**config.mk**
```make
export PLATFORM = sky130hd
export DESIGN_NAME = snitch_icache_tag_ctrl
export DESIGN_NICKNAME = d
export VERILOG_FILES = /design/src/rtl/snitch_icache_pkg.sv /design/src/rtl/snitch_icache_tag_cmp.sv /design/src/rtl/snitch_icache_tag_ctrl.sv
export SDC_FILE = /design/constraint.sdc
export NUM_CORES = 1
export LEC_CHECK = 0
export CAP_MARGIN = 10
export CORE_MARGIN = 5
export CORE_UTILIZATION = 35
export DETAILED_ROUTE_END_ITERATION = 10
export GPL_ROUTABILITY_DRIVEN = 0
export PLACE_DENSITY_LB_ADDON = 0.12
export SLEW_MARGIN = 0
export SYNTH_ARGS = -nofsm -noshare
export SYNTH_HDL_FRONTEND = slang
export SYNTH_SLANG_ARGS = --single-unit
```
**constraint.sdc**
```tcl
create_clock -name clk_i -period 1.85 [get_ports clk_i]
set_input_delay 0.37 -clock clk_i [delete_from_list [all_inputs] [get_ports clk_i]]
set_output_delay 0.37 -clock clk_i [all_outputs]
set_load 0.05 [all_outputs]
```
**src/rtl/snitch_icache_pkg.sv**
```systemverilog
// Shared types and tag-word layout for the instruction cache tag controller.
package snitch_icache_pkg;

  // Controller states: power-up sweep, normal service, invalidate-all sweep.
  typedef enum logic [1:0] {
    StInit,
    StIdle,
    StFlush
  } tag_state_e;

  // Stored tag word is {valid, error, tag}; these offsets sit above the tag bits.
  localparam int unsigned TagErrOff   = 0;
  localparam int unsigned TagValidOff = 1;

  function automatic int unsigned tag_valid_bit(input int unsigned tag_width);
    return tag_width + TagValidOff;
  endfunction

  function automatic int unsigned tag_err_bit(input int unsigned tag_width);
    return tag_width + TagErrOff;
  endfunction

endpackage

```
**src/rtl/snitch_icache_tag_cmp.sv**
```systemverilog
// Combinational tag compare across all ways: any-hit, lowest hitting way and its error bit.
module snitch_icache_tag_cmp
  import snitch_icache_pkg::*;
#(
  parameter int unsigned SET_COUNT = 2,
  parameter int unsigned TAG_WIDTH = 20,
  parameter int unsigned SET_W     = 1
) (
  input  logic [SET_COUNT-1:0][TAG_WIDTH+1:0] rtag,
  input  logic [TAG_WIDTH-1:0]                tag,
  output logic                                hit,
  output logic                                err,
  output logic [SET_W-1:0]                    set
);

  localparam int unsigned ValidBit = tag_valid_bit(TAG_WIDTH);
  localparam int unsigned ErrBit   = tag_err_bit(TAG_WIDTH);

  logic [SET_COUNT-1:0] way_hit;

  // Per-way match: entry must be valid and carry the requested tag.
  always_comb begin
    way_hit = '0;
    for (int i = 0; i < int'(SET_COUNT); i++) begin
      way_hit[i] = rtag[i][ValidBit] && (rtag[i][TAG_WIDTH-1:0] == tag);
    end
  end

  // Walk from the top way down so the lowest hitting way wins.
  always_comb begin
    hit = |way_hit;
    err = 1'b0;
    set = '0;
    for (int i = int'(SET_COUNT) - 1; i >= 0; i--) begin
      if (way_hit[i]) begin
        set = SET_W'(i);
        err = rtag[i][ErrBit];
      end
    end
  end

endmodule

```
**src/rtl/snitch_icache_tag_ctrl.sv**
```systemverilog
// Tag SRAM controller: init/flush sweeps, refill writes and one-cycle-latency lookups.
module snitch_icache_tag_ctrl
  import snitch_icache_pkg::*;
#(
  parameter int unsigned SET_COUNT  = 2,
  parameter int unsigned LINE_COUNT = 128,
  parameter int unsigned TAG_WIDTH  = 20,
  localparam int unsigned LINE_AW   = $clog2(LINE_COUNT),
  localparam int unsigned SET_W     = (SET_COUNT > 1) ? $clog2(SET_COUNT) : 1
) (
  input  logic                                clk_i,
  input  logic                                rst_ni,
  input  logic                                flush_valid_i,
  output logic                                flush_ready_o,
  input  logic                                lookup_valid_i,
  output logic                                lookup_ready_o,
  input  logic [LINE_AW-1:0]                  lookup_addr_i,
  input  logic [TAG_WIDTH-1:0]                lookup_tag_i,
  output logic                                lookup_rsp_valid_o,
  output logic                                lookup_hit_o,
  output logic                                lookup_err_o,
  output logic [SET_W-1:0]                    lookup_set_o,
  input  logic                                refill_valid_i,
  output logic                                refill_ready_o,
  input  logic [LINE_AW-1:0]                  refill_addr_i,
  input  logic [SET_W-1:0]                    refill_set_i,
  input  logic [TAG_WIDTH-1:0]                refill_tag_i,
  input  logic                                refill_err_i,
  output logic [SET_COUNT-1:0]                ram_enable_o,
  output logic                                ram_write_o,
  output logic [LINE_AW-1:0]                  ram_addr_o,
  output logic [TAG_WIDTH+1:0]                ram_wtag_o,
  input  logic [SET_COUNT-1:0][TAG_WIDTH+1:0] ram_rtag_i
);

  localparam logic [LINE_AW-1:0] LastLine = LINE_AW'(LINE_COUNT - 1);

  tag_state_e           state_q;
  logic [LINE_AW-1:0]   cnt_q;
  logic                 rsp_valid_q;
  logic [TAG_WIDTH-1:0] tag_q;

  logic sweeping, idle, flush_xfer, refill_xfer, lookup_xfer;
  logic cmp_hit, cmp_err;
  logic [SET_W-1:0] cmp_set;

  assign sweeping    = (state_q == StInit) || (state_q == StFlush);
  assign idle        = (state_q == StIdle);
  assign flush_xfer  = idle && flush_valid_i;
  assign refill_xfer = idle && refill_valid_i && !flush_valid_i;
  assign lookup_xfer = idle && lookup_valid_i && !flush_valid_i && !refill_valid_i;

  // FSM, sweep counter and lookup response pipeline register.
  always_ff @(posedge clk_i) begin
    if (!rst_ni) begin
      state_q     <= StInit;
      cnt_q       <= '0;
      rsp_valid_q <= 1'b0;
      tag_q       <= '0;
    end else begin
      rsp_valid_q <= lookup_xfer;
      if (lookup_xfer) tag_q <= lookup_tag_i;
      unique case (state_q)
        StInit, StFlush: begin
          // Counter wraps to zero on the last line, ready for the next sweep.
          cnt_q <= cnt_q + 1'b1;
          if (cnt_q == LastLine) state_q <= StIdle;
        end
        StIdle: begin
          if (flush_xfer) begin
            cnt_q   <= '0;
            state_q <= StFlush;
          end
        end
        default: state_q <= StInit;
      endcase
    end
  end

  // Handshake readies and SRAM port drive; priority flush > refill > lookup.
  always_comb begin
    flush_ready_o  = idle;
    refill_ready_o = idle && !flush_valid_i;
    lookup_ready_o = idle && !flush_valid_i && !refill_valid_i;
    ram_enable_o   = '0;
    ram_write_o    = 1'b0;
    ram_addr_o     = '0;
    ram_wtag_o     = '0;
    if (sweeping) begin
      ram_enable_o = '1;
      ram_write_o  = 1'b1;
      ram_addr_o   = cnt_q;
    end else if (refill_xfer) begin
      ram_enable_o = SET_COUNT'(1) << refill_set_i;
      ram_write_o  = 1'b1;
      ram_addr_o   = refill_addr_i;
      ram_wtag_o   = {1'b1, refill_err_i, refill_tag_i};
    end else if (lookup_xfer) begin
      ram_enable_o = '1;
      ram_addr_o   = lookup_addr_i;
    end
  end

  snitch_icache_tag_cmp #(
    .SET_COUNT(SET_COUNT),
    .TAG_WIDTH(TAG_WIDTH),
    .SET_W    (SET_W)
  ) u_tag_cmp (
    .rtag(ram_rtag_i),
    .tag (tag_q),
    .hit (cmp_hit),
    .err (cmp_err),
    .set (cmp_set)
  );

  // Response fields are forced to zero whenever no response is presented.
  always_comb begin
    lookup_rsp_valid_o = rsp_valid_q;
    lookup_hit_o       = rsp_valid_q && cmp_hit;
    lookup_err_o       = rsp_valid_q && cmp_hit && cmp_err;
    lookup_set_o       = rsp_valid_q ? cmp_set : '0;
  end

endmodule

```
Word-level counts from Yosys, hierarchy flattened:

Index checks and enable logic that the tools add are counted.

* input port bits: 105
* output and inout port bits: 39
* flip-flop bits (word level): 30

* muxes and demuxes: 20
* add/sub/neg operators: 1
* shifts and indexed selects: 1
* reductions and logical operators: 21
* equal/unequal tests: 7

Operators with widths (count)
* 22-bit 2-to-1 mux: 2
* 20-bit equality test: 2
* 7-bit 2-to-1 mux: 4
* 7-bit case mux with 2 select lines: 1
* 1-bit logical AND: 12
* 2-bit 2-to-1 mux: 5
* 7-bit by 1-bit adder with 7-bit output, second input constant: 1
* 7-bit equality test, second input constant: 1
* 1-bit 2-to-1 mux: 7
* 2-bit case mux with 2 select lines: 1
* 2-bit AND reduction: 2
* 2-bit OR reduction: 2
* 2-bit by 1-bit equality test with 1-bit output, second input constant: 1
* 2-bit equality test, second input constant: 1
* 1-bit zero test: 2
* 2-bit zero test: 1
* 2-bit by 1-bit != test with 1-bit output, second input constant: 1
* 2-bit != test, second input constant: 1
* 2-bit nonzero test: 1
* 1-bit by 1-bit left shift with 2-bit output, first input constant: 1
* 1-bit logical OR: 1

Logic depth before layout (Yosys ltp):

Gate-level depths: netlist of the first run.

* depth after elaboration: 7
* gate-level depth with buffers: 7

Hierarchy:

Synthesis of the first run repeated with hierarchy kept, for this count alone.

* cell total of the unflattened synthesis: 259
* area total of the unflattened synthesis: 2033.2 um^2

Modules (own cells, without submodules)
* snitch_icache_tag_ctrl: area each 1566.5 um^2, times used 1, cells each 200
* snitch_icache_tag_cmp: area each 466.7 um^2, times used 1, cells each 59

Least setup slack after synthesis of the first run:

OpenSTA, ideal clock, no wires.

* path kind: input-to-output
* start: input ram_rtag_i[34] (netlist name)
* end: output lookup_set_o
* data required time: 1480 ps
* cell stages on the path: 5
* data arrival time: 2266 ps
* setup slack: -786 ps
* cell sequence: xor2_1 nor4_1 nand4_1 or2_0 nor3b_1

* cells in the longest elaborated chain, start to end: 5

Ends and longest elaborated chain
* start, declared: RTL line snitch_icache_tag_ctrl.sv:33 `input logic [SET_COUNT-1:0][TAG_WIDTH+1:0] ram_rtag_i`
* 20-bit equality test: RTL line snitch_icache_tag_cmp.sv:25 `way_hit[i] = rtag[i][ValidBit] && (rtag[i][TAG_WIDTH-1:0] == tag);`
* 1-bit logical AND: RTL line snitch_icache_tag_cmp.sv:25
* 1-bit 2-to-1 mux (2 in series): RTL line snitch_icache_tag_cmp.sv:35 `if (way_hit[i]) begin`
* 1-bit 2-to-1 mux: RTL line snitch_icache_tag_ctrl.sv:121 `lookup_set_o = rsp_valid_q ? cmp_set : '0;`
* end, declared: RTL line snitch_icache_tag_ctrl.sv:22 `output logic [SET_W-1:0] lookup_set_o,`

Every way passes these cells.

Worst setup path in the final report of the first run:

* start: input ram_rtag_i[13] (netlist name)
* end: output lookup_err_o

* cells in the longest elaborated chain, start to end: 5

Ends and longest elaborated chain
* 20-bit equality test *: RTL line snitch_icache_tag_cmp.sv:25
* 1-bit logical AND *: RTL line snitch_icache_tag_cmp.sv:25
* 2-bit OR reduction: RTL line snitch_icache_tag_cmp.sv:31 `hit = |way_hit;`
* 1-bit logical AND: RTL line snitch_icache_tag_ctrl.sv:120 `lookup_err_o = rsp_valid_q && cmp_hit && cmp_err;`
* 1-bit logical AND *: RTL line snitch_icache_tag_ctrl.sv:120
* end, declared: RTL line snitch_icache_tag_ctrl.sv:21 `output logic lookup_err_o,`

Every way passes the cells marked *; elsewhere a longest branch is shown, timed or not.

==> results of run 1 <==
[synth_stat cells, types with 4 or more instances]
cell	count	area (µm²)
nand2_1	49	184
dfxtp_1	30	601
and3_1	25	156
xor2_1	23	201
a21boi_1	19	143
xnor2_1	18	158
clkbuf_1	10	37.5
nor2b_1	10	62.6
nand3_1	9	45.0
a221o_1	6	60.1
nor4_1	6	37.5
a21oi_1	4	20.0
nand4_1	4	25.0
nor2_1	4	15.0
[routing by layer]
metal,up-vias,global-route usage,part of all wire
met4,0,0.0662,0.023
met5,-,0,0
li1,1211,-,-
met1,1254,0.228,0.37
met2,91,0.392,0.56
met3,18,0.0509,0.050
[area by class of cell]
cell class	count	area [µm²]
tap	72	90.1
inverter	4	20.0
timing repair buffer	179	2140
clock buffer	5	68.8
clock inverter	3	45.0
sequential	30	609
fill	322	1010
multi-input combinational	204	1580
[repair_timing]
item	4_1_cts	5_1_grt
pin swaps	33	18
endpoints found under the setup margin	37	34
hold buffers	0	0
gates resized for setup	56	38
gates cloned	0	2
buffers inserted	6	9
[kinds of logic (layout without fill, tap and decap cells)]
kind of cell,after synthesis,in the layout,share of synthesized area
adder cells (fa/ha/maj),1,1,0.00618
flip-flops,30,30,0.297
XOR/XNOR,41,41,0.177
buffers and inverters,18,191,0.0451
AND/OR/NAND/NOR,119,119,0.307
AO/OA/AOI/OAI,43,43,0.167
[layout by cell type, fill, tap and decap left out, drive strengths merged, types with 2 or more instances in the layout]
| master | count |
|---|---|
| clkdlybuf4s50 | 76 |
| buf | 72 |
| nand2 | 50 |
| dfxtp | 30 |
| dlygate4sd2 | 26 |
| and3 | 25 |
| xor2 | 23 |
| a21boi | 22 |
| xnor2 | 18 |
| nor2b | 10 |
| nand3 | 9 |
| clkbuf | 8 |
| a221o | 6 |
| nor4 | 6 |
| nor2 | 4 |
| nand4 | 4 |
| a21oi | 4 |
| inv | 3 |
| o21ai | 3 |
| nand2b | 3 |
| nor3b | 2 |
| o211ai | 2 |
| a22oi | 2 |
| o21a | 2 |
| clkinvlp | 2 |
| clkdlybuf4s15 | 2 |
| and2 | 2 |
[metrics by stage]
step | TNS [ns] | hold WS [ns]
floorplan | -0.897 | 0.471
global placement | -13.52 | 0.482
detailed placement | -14.27 | 0.489
CTS | -3.22 | 0.499
global route | -7.83 | 0.517
finish | -6.37 | 0.489
[power breakdown]
group / total (mW) / internal, mW / leakage, nW / switching (mW)
clock: 0.683 / 0.400 / 0.0504 / 0.283
sequential: 0.655 / 0.649 / 0.245 / 0.00547
combinational: 0.373 / 0.246 / 1.54 / 0.126
total: 1.71 / 1.30 / 1.84 / 0.414
[worst paths after layout]
check                  to  depth (start not counted)  slack (ns)
max          lookup_err_o                          7       -0.54
min             tag_q[12]                          2        0.49
max reg2reg      tag_q[5]                         10        0.08
min reg2reg     tag_q[12]                          2        0.49
[worst max-delay path: stages]
cell	delay [ns]
clkdlybuf4s50_1	0.47
xor2_1	0.18
nor4_2	0.07
and3_4	0.18
a2111o_1	0.41
a21oi_4	0.18
buf_12	0.15
[registers in the layout (all words and copies together) (netlist names)]
| signal | count |
|---|---|
| state_q | 2 |
| tag_q | 20 |
| lookup_rsp_valid_o | 1 |
| cnt_q | 7 |
==> flow_metrics.env, run 1 <==
export IMPL_violations="negative setup slack"
export IMPL_cp_end_kind="primary output"
export IMPL_cts_tree="built"
export IMPL_min_from="tag_q[12]"
export IMPL_nNetsFinal=530
export IMPL_final_hold_viol_count=0
export IMPL_yosys_register_bits=30
export IMPL_die_x_um=86.0
export IMPL_area_growth_syn_to_layout_pct=125
export IMPL_status="finished, violations left"
export IMPL_pre_cts_slack_ns=-0.699
export IMPL_root_buffer="clkbuf_8"
export IMPL_hp_class="flop to flop"
export IMPL_cts_reportedPaths_clkPinSlew_ns=0.07
export IMPL_portBuffers=143
export IMPL_tightest_slew_ns=0.308
export IMPL_vias_per_cell=5.18
export IMPL_synth_edf_count=0
export IMPL_power_mw=1.71
export IMPL_drive_gt1_frac=0.327
export IMPL_yosysSeqAreaShare=0.297
export IMPL_grt_use_total=0.209
export IMPL_maxCapViolCount=0
export IMPL_fin_crit_sh=1.29
export IMPL_dpl_cell_area_mm2=0.00407
export IMPL_cts_made_buffers=5
export IMPL_grt_pass1_wl_um=12200
export IMPL_min_period_ns=2.39
export IMPL_syn_num_nets=358
export IMPL_syn_avg_cell_area_um2=8.03
export IMPL_clock_latency_ns=0.29
export IMPL_drc_errors=0
export IMPL_hpwl_um=6310
export IMPL_routed_via_count=2574
export IMPL_finalSetupViolCount=35
export IMPL_wl_per_cell_um=18.4
export IMPL_place_inst=473
export IMPL_n_antenna_cell=0
export IMPL_drtIter0Drc=126
export IMPL_crit_fanout=3
export IMPL_antenna_found_initial=0
export IMPL_grt_pass1_vias=2513
export IMPL_crit_path_start="ram_rtag_i[13]"
export IMPL_grt_overflow=0
export IMPL_core_mm2=0.00557
export IMPL_grt_start_max_net_pins=31
export IMPL_slew_headroom=0.793
export IMPL_power_density_mw_per_mm2=375
export IMPL_postSynthCellCount=252
export IMPL_post_route_util=0.818
export IMPL_die_area_mm2=0.00740
export IMPL_synth_distinct_cells=35
export IMPL_path_class="primary input to primary output"
export IMPL_vdd_drop_max_v=0.000530
export IMPL_yosys_warnings=0
export IMPL_fin_cells=497
export IMPL_cts_sinks=30
export IMPL_htreeDepth=2
export IMPL_clockBufferDepth=2
export IMPL_critical_path_required_ns=1.48
export IMPL_finish_instance_area_mm2=0.00456
export IMPL_drt_wl_total_um=9130
export IMPL_rsz0062_at_grt="yes"
export IMPL_critPathArrivalTime_ns=2.02
export IMPL_synthArstFlopShare=0
export IMPL_synth_area_mm2=0.00202
export IMPL_r2r_start="state_q[1]"
export IMPL_drt_antenna_violating_nets=0
export IMPL_io_pins=144
export IMPL_dieHeight_um=86.0
export IMPL_fmax_ghz=0.418
export IMPL_slew_violations=0
export IMPL_skew_ns=0.00391
export IMPL_leakage_nw=1.84
export IMPL_start_kind="primary input"
export IMPL_fin_ws_ns=-0.540
export IMPL_initial_core_util=0.363
export IMPL_rows=27
export IMPL_synth_flop_cell="dfxtp_1"
export IMPL_drt_pass1_iter_count=4
Power figures use the tool's default switching activity.
==> inputs of run 2 (changes only) <==
--- a/config.mk
+++ b/config.mk
@@ -7,4 +7,5 @@
 export LEC_CHECK = 0
 export CAP_MARGIN = 10
+export CORE_ASPECT_RATIO = 0.5
 export CORE_MARGIN = 5
 export CORE_UTILIZATION = 35
==> constraint.sdc (replaced) <==
create_clock -name clk_i -period 1.85 [get_ports clk_i]
set_input_delay 0.185 -clock clk_i [delete_from_list [all_inputs] [get_ports clk_i]]
set_output_delay 0.185 -clock clk_i [all_outputs]
set_load 0.05 [all_outputs]
==> flow_metrics.env, run 2 (synthesis gave the netlist of run 1 again) <==
export IMPL_status="finished, violations left"
export IMPL_violations="negative setup slack"
export IMPL_htreeDepth=2
export IMPL_root_buffer="clkbuf_16"
export IMPL_cts_tree="built"
export IMPL_min_period_ns=2.15
export IMPL_fin_cells=484
export IMPL_critPathSlowestCell="a2111o_1"
export IMPL_top_register="tag_q"
export IMPL_vdd_drop_max_v=0.000486
export IMPL_die_area_mm2=0.00749
export IMPL_finish_instance_area_mm2=0.00428
export IMPL_dieHeight_um=63.8
export IMPL_vias_per_cell=4.86
export IMPL_cts_sinks=30
export IMPL_power_density_mw_per_mm2=494
export IMPL_final_cell_mix="clkdlybuf4s50_1 (102), nand2_1 (48), buf_12 (38), and3_1 (25), dfxtp_1 (23)"
export IMPL_routed_via_count=2354
export IMPL_cpLargestDelayFamily="compound AO/OA/AOI/OAI gates"
export IMPL_fmax_ghz=0.466
export IMPL_drc_errors=0
export IMPL_antenna_found_initial=0
export IMPL_core_mm2=0.00554
export IMPL_rsz0062_at_grt="yes"
export IMPL_hold_ws_ns=0.459
export IMPL_grt_start_max_net_pins=31
export IMPL_slew_violations=0
export IMPL_drtIter0Drc=74
export IMPL_grt_overflow=0
export IMPL_critPathArrivalTime_ns=1.96
export IMPL_cp_end_kind="primary output"
export IMPL_drt_pass1_iter_count=4
export IMPL_place_inst=472
export IMPL_maxCapViolCount=0
export IMPL_grt_use_total=0.191
export IMPL_clockBufferDepth=2
export IMPL_final_common_cell="clkdlybuf4s50_1"
export IMPL_fillers=401
export IMPL_grtUsageMet3=0.0687
export IMPL_largest_reg_flops=20
export IMPL_n_antenna_cell=0
export IMPL_min_path_cells=3
export IMPL_top_usage_layer="met2"
export IMPL_drt_wl_total_um=7510
export IMPL_slew_headroom=0.672
export IMPL_fin_crit_sh=1.16
export IMPL_power_mw=2.11
export IMPL_io_pins=144
export IMPL_grt_pass1_vias=2485
export IMPL_top_regs="tag_q (20), cnt_q (7), state_q (2)"
export IMPL_die_x_um=118
export IMPL_grt_met1_usage=0.200
export IMPL_crit_chain="xor2_1 -> nor4_1 -> nand3_1 -> a2111o_1 -> a21oi_4 -> buf_12"
export IMPL_cp_slowest_stage_delay_ns=0.41
export IMPL_path_class="flop to primary output"
export IMPL_drt_antenna_violating_nets=0
export IMPL_rows=19
export IMPL_path_buf_inv=1
export IMPL_dpl_cell_area_mm2=0.00401
export IMPL_nNetsFinal=516
export IMPL_hp_class="primary input to flop"
export IMPL_cts_hold_buf=0
export IMPL_cp_depth=6
export IMPL_finalSetupViolCount=3
export IMPL_initial_core_util=0.365
export IMPL_drive_gt1_frac=0.217
export IMPL_skew_ns=0.00543
export IMPL_leakage_nw=1.74
export IMPL_final_hold_viol_count=0
export IMPL_wl_per_cell_um=15.5
export IMPL_area_growth_syn_to_layout_pct=111
export IMPL_crit_fanout=2
export IMPL_post_route_util=0.772
export IMPL_critical_path_required_ns=1.66
export IMPL_reg2reg_depth=6
export IMPL_grt_pass1_wl_um=11800
export IMPL_pre_cts_slack_ns=-0.306
export IMPL_cts_made_buffers=5
export IMPL_fin_ws_ns=-0.296
export IMPL_finalSetupTns_ns=-0.750
export IMPL_hpwl_um=6070
export IMPL_cts_reportedPaths_clkPinSlew_ns=0.05
export IMPL_tightest_slew_ns=0.491
export IMPL_portBuffers=143
export IMPL_clock_latency_ns=0.27
export IMPL_use_met2=0.381
export IMPL_start_kind="flop"
[run 2: cell types whose count changed in the layout (fill, tap and decap cells not counted), moves of 3 or more]
cell / before / now
and3_4: 22 / 0
dlygate4sd2_1: 26 / 3
xnor2_2: 3 / 0
clkdlybuf4s50_1: 76 / 102
nand2_1: 45 / 48
and3_1: 3 / 25
buf_6: 10 / 0
a221o_2: 6 / 0
clkbuf_8: 5 / 1
a221o_1: 0 / 6
xnor2_1: 15 / 18
[run 2: routing by layer]
layer  vias up  wire [µm]
li1       1179          -
met1      1101       2850
met2        70       4110
met3         4        510
met4         0         40
met5         -          0
[run 2: worst min-delay path: stages]
cell and delay [ns]:
clkdlybuf4s50_1 0.39, nand2_1 0.06, a21boi_1 0.05
[run 2: area by class of cell]
| class | count | area [µm²] | area share |
|---|---|---|---|
| timing repair buffer | 165 | 1970 | 0.462 |
| multi-input combinational | 204 | 1380 | 0.323 |
| sequential | 30 | 612 | 0.143 |
| clock buffer | 6 | 139 | 0.0325 |
| tap | 73 | 91.3 | 0.0214 |
| clock inverter | 2 | 60.1 | 0.0140 |
| inverter | 4 | 17.5 | 0.00410 |
[run 2: final timing paths]
path,to,from,slack [ns]
worst max-delay path,lookup_err_o,tag_q[17],-0.30
worst min-delay path,tag_q[5],lookup_tag_i[5],0.46
worst max register to register,cnt_q[5],state_q[0],0.22
worst min register to register,tag_q[5],tag_q[5],0.48
[run 2: what timing repair did]
action | 4_1_cts | 5_1_grt
setup endpoints to repair | 10 | 9
pin swaps | 12 | 10
gates resized for setup | 11 | 5
buffers inserted | 4 | 0
hold endpoints to repair | 0 | 0
[run 2: power by group]
group	switching, mW	internal, mW	total, mW
combinational	0.110	0.258	0.367
sequential	0.00592	0.651	0.657
clock	0.281	0.807	1.09
total	0.396	1.72	2.11
